## src/rtl/jtframe_sdram_arb4.sv

```systemverilog
// jtframe_sdram_arb4: 4-port SDRAM arbiter (req_rd/req_wr/req_addr/req_din in, ack/dst/rdy per port out, sdram_* controller side, busy, sticky err)
module jtframe_sdram_arb4 #(
  parameter int SDRAMW  = 22,
  parameter int MAXWAIT = 4
) (
  input  logic                clk,
  input  logic                rst_n,
  input  logic [3:0]          req_rd,
  input  logic [3:0]          req_wr,
  input  logic [4*SDRAMW-1:0] req_addr,
  input  logic [63:0]         req_din,
  output logic [3:0]          ack,
  output logic [3:0]          dst,
  output logic [3:0]          rdy,
  output logic                sdram_rd,
  output logic                sdram_wr,
  output logic [SDRAMW-1:0]   sdram_addr,
  output logic [15:0]         sdram_din,
  input  logic                sdram_ack,
  input  logic                data_dst,
  input  logic                data_rdy,
  output logic                busy,
  output logic                err
);
  typedef enum logic [1:0] {IDLE, REQ, DATA} state_t;
  state_t          state;
  logic [1:0]      sel, win;
  logic [3:0]      pend, aged;
  logic [3:0][3:0] cnt;
  function automatic logic [1:0] lowest(input logic [3:0] v);
    return v[0] ? 2'd0 : v[1] ? 2'd1 : v[2] ? 2'd2 : 2'd3;
  endfunction
  assign pend = req_rd | req_wr;
  always_comb begin
    aged = 4'b0;
    for (int i = 0; i < 4; i++) aged[i] = pend[i] && cnt[i] == 4'(MAXWAIT);
  end
  assign win  = lowest(|aged ? aged : pend);
  assign busy = state != IDLE;
  assign dst  = state == DATA ? {3'b0, data_dst} << sel : 4'b0;
  assign rdy  = state == DATA ? {3'b0, data_rdy} << sel : 4'b0;
  always_ff @(posedge clk or negedge rst_n)
    if (!rst_n) begin
      state      <= IDLE;
      sel        <= 2'd0;
      ack        <= 4'b0;
      sdram_rd   <= 1'b0;
      sdram_wr   <= 1'b0;
      sdram_addr <= '0;
      sdram_din  <= 16'd0;
      err        <= 1'b0;
      cnt        <= '0;
    end else begin
      ack <= 4'b0;
      if ((data_rdy && state != DATA) || (sdram_ack && state != REQ)) err <= 1'b1;
      for (int i = 0; i < 4; i++)
        if (!pend[i]) cnt[i] <= 4'd0;
        else if (state == IDLE) cnt[i] <= 2'(i) == win ? 4'd0 : cnt[i] == 4'(MAXWAIT) ? cnt[i] : cnt[i] + 4'd1;
      case (state)
        IDLE: if (|pend) begin
          sdram_addr <= req_addr[win*SDRAMW +: SDRAMW];
          sdram_din  <= req_din[win*16 +: 16];
          sdram_wr   <= req_wr[win];
          sdram_rd   <= !req_wr[win];
          sel        <= win;
          state      <= REQ;
        end
        REQ: if (sdram_ack) begin
          sdram_rd <= 1'b0;
          sdram_wr <= 1'b0;
          ack      <= 4'b1 << sel;
          state    <= DATA;
        end
        DATA: if (data_rdy) state <= IDLE;
        default: state <= IDLE;
      endcase
    end
endmodule
```

## config.mk

```make
export PLATFORM = sky130hd
export DESIGN_NAME = jtframe_sdram_arb4
export DESIGN_NICKNAME = d
export VERILOG_FILES = /design/src/rtl/jtframe_sdram_arb4.sv
export SDC_FILE = /design/constraint.sdc
export NUM_CORES = 1
export LEC_CHECK = 0
export BUFFER_PORTS_ARGS = -buffer_cell sky130_fd_sc_hd__buf_2
export CORE_AREA = 2 2 121 88
export CTS_BUF_LIST = sky130_fd_sc_hd__clkbuf_8
export DETAILED_ROUTE_END_ITERATION = 8
export DIE_AREA = 0 0 123 90
export PLACE_DENSITY = 0.83
export SYNTH_ARGS = -nofsm -noshare
export SYNTH_HDL_FRONTEND = slang
export SYNTH_SLANG_ARGS = --single-unit
```

## constraint.sdc

```tcl
create_clock -name clk -period 2.2 [get_ports clk]
set_clock_uncertainty 0.1 [all_clocks]
set_input_delay 0.22 -clock clk [delete_from_list [all_inputs] [get_ports clk]]
set_output_delay 0.22 -clock clk [all_outputs]
set_load 0.01 [all_outputs]
```

## After elaboration in Yosys (flattened, before gate mapping)

Cells that the tools add are included.

| storage, ports and cells | value |
|---|---|
| flip-flop bits (word level) | 65 |
| input port bits | 165 |
| output and inout port bits | 54 |
| word-level logic and storage cells | 102 |

| cells by class | value |
|---|---|
| add/sub/neg operators | 4 |
| multiply operators | 1 |
| magnitude comparators | 1 |
| equality and inequality tests | 22 |
| shift operators | 5 |
| multiplexer cells | 35 |
| bitwise operators | 1 |
| reductions and logical operators | 21 |

Operators by type and width:

| cell | number |
|---|---|
| $shiftx 88x8->22 | 1 |
| $mux 4 | 20 |
| $shiftx 64x7->16 | 1 |
| $add 4x1->4 const B | 4 |
| $eq 4x3->1 const B | 4 |
| $ne 2x1->1 const B | 6 |
| $mux 2 | 5 |
| $reduce_and 2->1 | 5 |
| $ne 3x3->1 const B | 3 |
| $reduce_or 4->1 | 2 |
| $shl 1x2->4 | 2 |
| $logic_and 1x1->1 | 6 |
| $mul 2x4->6 const B | 1 |
| $ne 2x2->1 const B | 3 |
| $pmux 2 s3 | 1 |
| $reduce_and 3->1 | 2 |
| $mux 1 | 5 |
| $eq 2x2->1 const A | 2 |
| $logic_not 2->1 | 2 |
| $or 4x4->4 | 1 |
| $pmux 1 s2 | 2 |
| $reduce_bool 2->1 | 2 |
| $shl 1x2->4 const A | 1 |
| $lt 2x3->1 const B | 1 |
| other kinds (8) | 8 |

## Depth between registers and ports, before layout

| depth | value |
|---|---|
| depth in word-level cells | 12 |
| depth in mapped cells | 10 |
| mapped depth without buffers | 7 |

## Least setup slack after synthesis

No wires, ideal clock.

| path | value |
|---|---|
| path type | flip-flop to flip-flop |
| from | register cnt[8] in the netlist's numbering |
| to | register cnt[3] in the netlist's numbering |
| setup time | 0.082 ns |
| arrival | 1.852 ns |
| data required time | 2.018 ns |
| slack | 0.166 ns |
| cell stages (with the launch flop) | 10 |
| buffers on the path | 2 |
| clock period less this slack | 2.034 ns |
| cells stage by stage | dfrtp_1 -> inv_1 -> ha_1 -> and3b_1 -> buf_2 -> a22oi_2 -> a31o_1 -> buf_2 -> or4_1 -> a31oi_1 |

| on the way | value |
|---|---|
| longest elaborated chain between the ends | 11 |
| elaborated cells on any way between the ends | 13 |
| those cells by class | eq/ne: 2; mux: 7; reduce/logical: 4 |

RTL lines:

| item | line | RTL |
|---|---|---|
| from (decl) | 29 | `logic [3:0][3:0] cnt;` |
| from (signal, indexed assignment) | 58 | `else if (state == IDLE) cnt[i] <= 2'(i) == win ? 4'd0 : cnt[i] == 4'(MAXWAIT) ? cnt[i] : cnt[i] + 4'd1;` |
| $eq 4x3->1 (*) | 36 | `for (int i = 0; i < 4; i++) aged[i] = pend[i] && cnt[i] == 4'(MAXWAIT);` |
| $logic_and 1x1->1 (*) | 36 |  |
| $reduce_or 4->1 | 38 | `assign win = lowest(\|aged ? aged : pend);` |
| $mux 3 (*) | 38 |  |
| $mux 1 | 31 | `return v[0] ? 2'd0 : v[1] ? 2'd1 : v[2] ? 2'd2 : 2'd3;` |
| $mux 2 | 31 |  |
| $mux 2 (*) | 31 |  |
| $logic_not 2->1 (*) | 58 |  |
| $mux 4 (2 in a row) | 58 |  |
| $mux 4 | 57 | `if (!pend[i]) cnt[i] <= 4'd0;` |

Every way passes the cells marked *; elsewhere a longest branch is shown, timed or not. The select of a mux whose other input is x is not followed.
A chain may end at the register's enable or synchronous reset.

## Final worst setup path

| path | value |
|---|---|
| from | register cnt[0] in the netlist's numbering |
| to | register sdram_addr[13] |

| on the way | value |
|---|---|
| longest elaborated chain between the ends | 9 |

RTL lines:

| item | line | RTL |
|---|---|---|
| $eq 4x3->1 (*) | 36 |  |
| $logic_and 1x1->1 (*) | 36 |  |
| $reduce_or 4->1 | 38 |  |
| $mux 3 (*) | 38 |  |
| $mux 1 | 31 |  |
| $mux 2 | 31 |  |
| $mux 2 (*) | 31 |  |
| $mul 2x4->6 (*) | 61 | `sdram_addr <= req_addr[win*SDRAMW +: SDRAMW];` |
| $shiftx 88x8->22 (*) | 61 |  |
| to (signal assigned) | 61 |  |
| to (decl) | 17 | `output logic [SDRAMW-1:0] sdram_addr,` |

Every way passes the cells marked *; elsewhere a longest branch is shown, timed or not.

==> out/results.tsv <==
metric	value	unit
synth.distinct_cells	49	
worstPathCellList	inv_2 -> ha_4 -> and3b_2 -> a22oi_2 -> buf_4 -> a21oi_1 -> o21ai_0 -> a21oi_1	
fp.dieH	90	um
clock_latency	360	ps
syn_nets	812	
worstPathRequired	2330	ps
grt_pass1_vias	5536	
cp_slowest_cell	a22oi_2	
holdWs	61.6	ps
synth_area_leaders	dfrtp_1 (34%), a21oi_1 (9.5%), o21ai_0 (8.3%)	
worst_slack	22.0	ps
ant_nets	0	
finalCriticalPeriod	2180	ps
outcome	finished clean	
vias_per_cell	6.15	
hold_viol_final	0	
synth_area	0.00477	mm^2
critPathMaxStageDelay	420	ps
hold-path-cell-count	3	
yosys_warnings	0	
synth_seq_area_share	34.1	%
drive_gt1_share	37.2	%
num_io_pins	219	
final.setup.tns	0	ps
crit_type	flop to flop	
cts.sinks	65	
final_core_util	66.5	%
io_buffers	218	
grt_start_max_net_pins	53	
setup_viol	0	
numCtsBuffers	9	
place_inst	968	
die_x	123	um
drcViolationCount	0	
period_share	99.0	%
drtIter0Drc	549	
multi_input_area	0.00303	mm^2
routedWlPerCell	18.1	um
core_area	0.0100	mm^2
postSynthCellCount	639	
synth.most_common_cell	a21oi_1	
place_congestion	0.949	
reg2reg_slack	20	ps
start_kind	flop	
r2r_end	sdram_addr[13]	
num-fill-cells	824	
worst_slew_pin_slew	584	ps
syn_area_per_cell	7.46	um^2
die_area	0.0111	mm^2
hpwlAfterDp	13000	um
crit_path_end_kind	flop	
initial_core_util	47.7	%
r2r_start	cnt[0]	
synth-seq-cells	65	
total_power	6.84	mW
p_leak	2.95	nW
cts_root_buf	clkbuf_8	
grt_setup_unrepaired	true	
cts_tree	done	
antenna_found_initial	0	
rr_worst_depth	8	
synth.top_cell.area_share	34.1	%
hp-class	primary input to flop	
synth_edf_count	0	
seqCellArea	0.00163	mm^2
nets	1032	
power.density	1030	mW/mm^2
grt_pass1_wl	27300	um
peakVddDrop	556	uV
async_flop_share	100	%
final_area	0.00666	mm^2
synth_top_area_cell	dfrtp_1	
hp-start	req_addr[8]	
pre_cts_ws	-84.2	ps
min_to	sdram_addr[8]	
clock.fmax	459	MHz
cp_common_cell	a21oi_1	
finalWirelength	18000	um
drtPass1Iterations	7	
htreeDepth	3	
finalNonFillerCells	996	
drv_cap	0	
drv_slew	0	
num_antenna_cells	0	
clk_pin_slew	70	ps
ys.flop_type	dfrtp_1	
slew-limit-headroom	61.1	%
core.rowCount	31	
placed_area	0.00621	mm^2
yosys-top-cells-count	a21oi_1 (91), o21ai_0 (79), dfrtp_1 (65)	
worstPathMaxFanout	11	
clockBufferDepth	2	
grt_overflow	0	
area_delta_synth_final	39.6	%
num_vias	6123	
track_usage	30.9	%
crit_arrival	2310	ps
-- cell families after synthesis --
kind of cell    Yosys count  synth area share, %
compound gates          292                 37.9
fa+ha+maj                 8                 2.10
buf+inv                  76                 6.58
flops                    65                 34.1
simple gates            198                 19.3
-- area by class of cell --
type                            instances  area share [%]
Tap cell                              132            2.48
Clock buffer                           10            2.07
Timing Repair Buffer                  273            23.9
Clock inverter                          6           0.883
Inverter                               12           0.677
Multi-Input combinational cell        498            45.6
Sequential cell                        65            24.4
-- critical path, delay by kind of cell (launching register included) --
family	cells	cell delay [ps]
and+or+nand+nor	1	230
buffers and inverters	2	360
AOI/OAI and AO/OA	4	810
DFF	1	410
adders and majority gates	1	160
-- worst max-delay path by stage --
stage	start	endpoint	slack, ps	cells past startpoint
2_1_floorplan	cnt[8]	cnt[3]	170	9
3_3_place_gp	cnt[8]	sdram_addr[5]	70	8
3_5_place_dp	cnt[8]	sdram_addr[5]	-80	8
4_1_cts	cnt[13]	sdram_addr[0]	20	9
5_1_grt	cnt[5]	sdram_wr	-50	8
6_report	cnt[0]	sdram_addr[13]	20	8
-- state kept, by name, summed over array words and instances, names as in the netlist --
signal / flops
state: 2
sdram_addr: 22
sdram_wr: 1
sel: 2
sdram_din: 16
ack: 4
err: 1
cnt: 16
sdram_rd: 1
-- repair_timing --
action / 4_1_cts / 5_1_grt
pin swaps: 0 / 10
endpoints found under the hold margin: 22 / 0
gates cloned: 0 / 2
hold buffers: 3 / 0
gates resized for setup: 4 / 49
endpoints found under the setup margin: 23 / 48
setup buffers: 0 / 7
-- cell usage in the layout, fill, tap and decap left out, types with 4 or more instances in the layout --
cell type / instances
a21oi_1: 88
a221oi_1: 33
a221oi_2: 5
a31oi_1: 4
buf_2: 218
buf_4: 41
buf_6: 5
clkbuf_8: 10
dfrtp_1: 65
ha_1: 6
inv_1: 12
nand2_1: 57
nand2b_1: 4
nand3_1: 48
nand3b_1: 5
nor2_1: 51
nor2_2: 4
o21ai_0: 65
o21ai_1: 23
o31ai_1: 40
-- routing by layer --
| layer | track usage, % | wire (um) | vias up | part of all wire, % |
|---|---|---|---|---|
| li1 | - | - | 2829 | - |
| met2 | 48.0 | 8370 | 409 | 47 |
| met5 | 0 | 0 | - | 0 |
| met1 | 42.4 | 7460 | 2854 | 41 |
| met4 | 10.7 | 350 | 0 | 1.9 |
| met3 | 6.73 | 1820 | 31 | 10 |
-- power by group --
| part | total [mW] | internal, mW | switching (mW) | leakage, nW |
|---|---|---|---|---|
| registers | 2.07 | 1.73 | 0.348 | 0.776 |
| logic | 3.72 | 1.55 | 2.18 | 2.07 |
| clock network | 1.05 | 0.546 | 0.501 | 0.0995 |
Note: power is estimated with default switching activity, not from simulation.
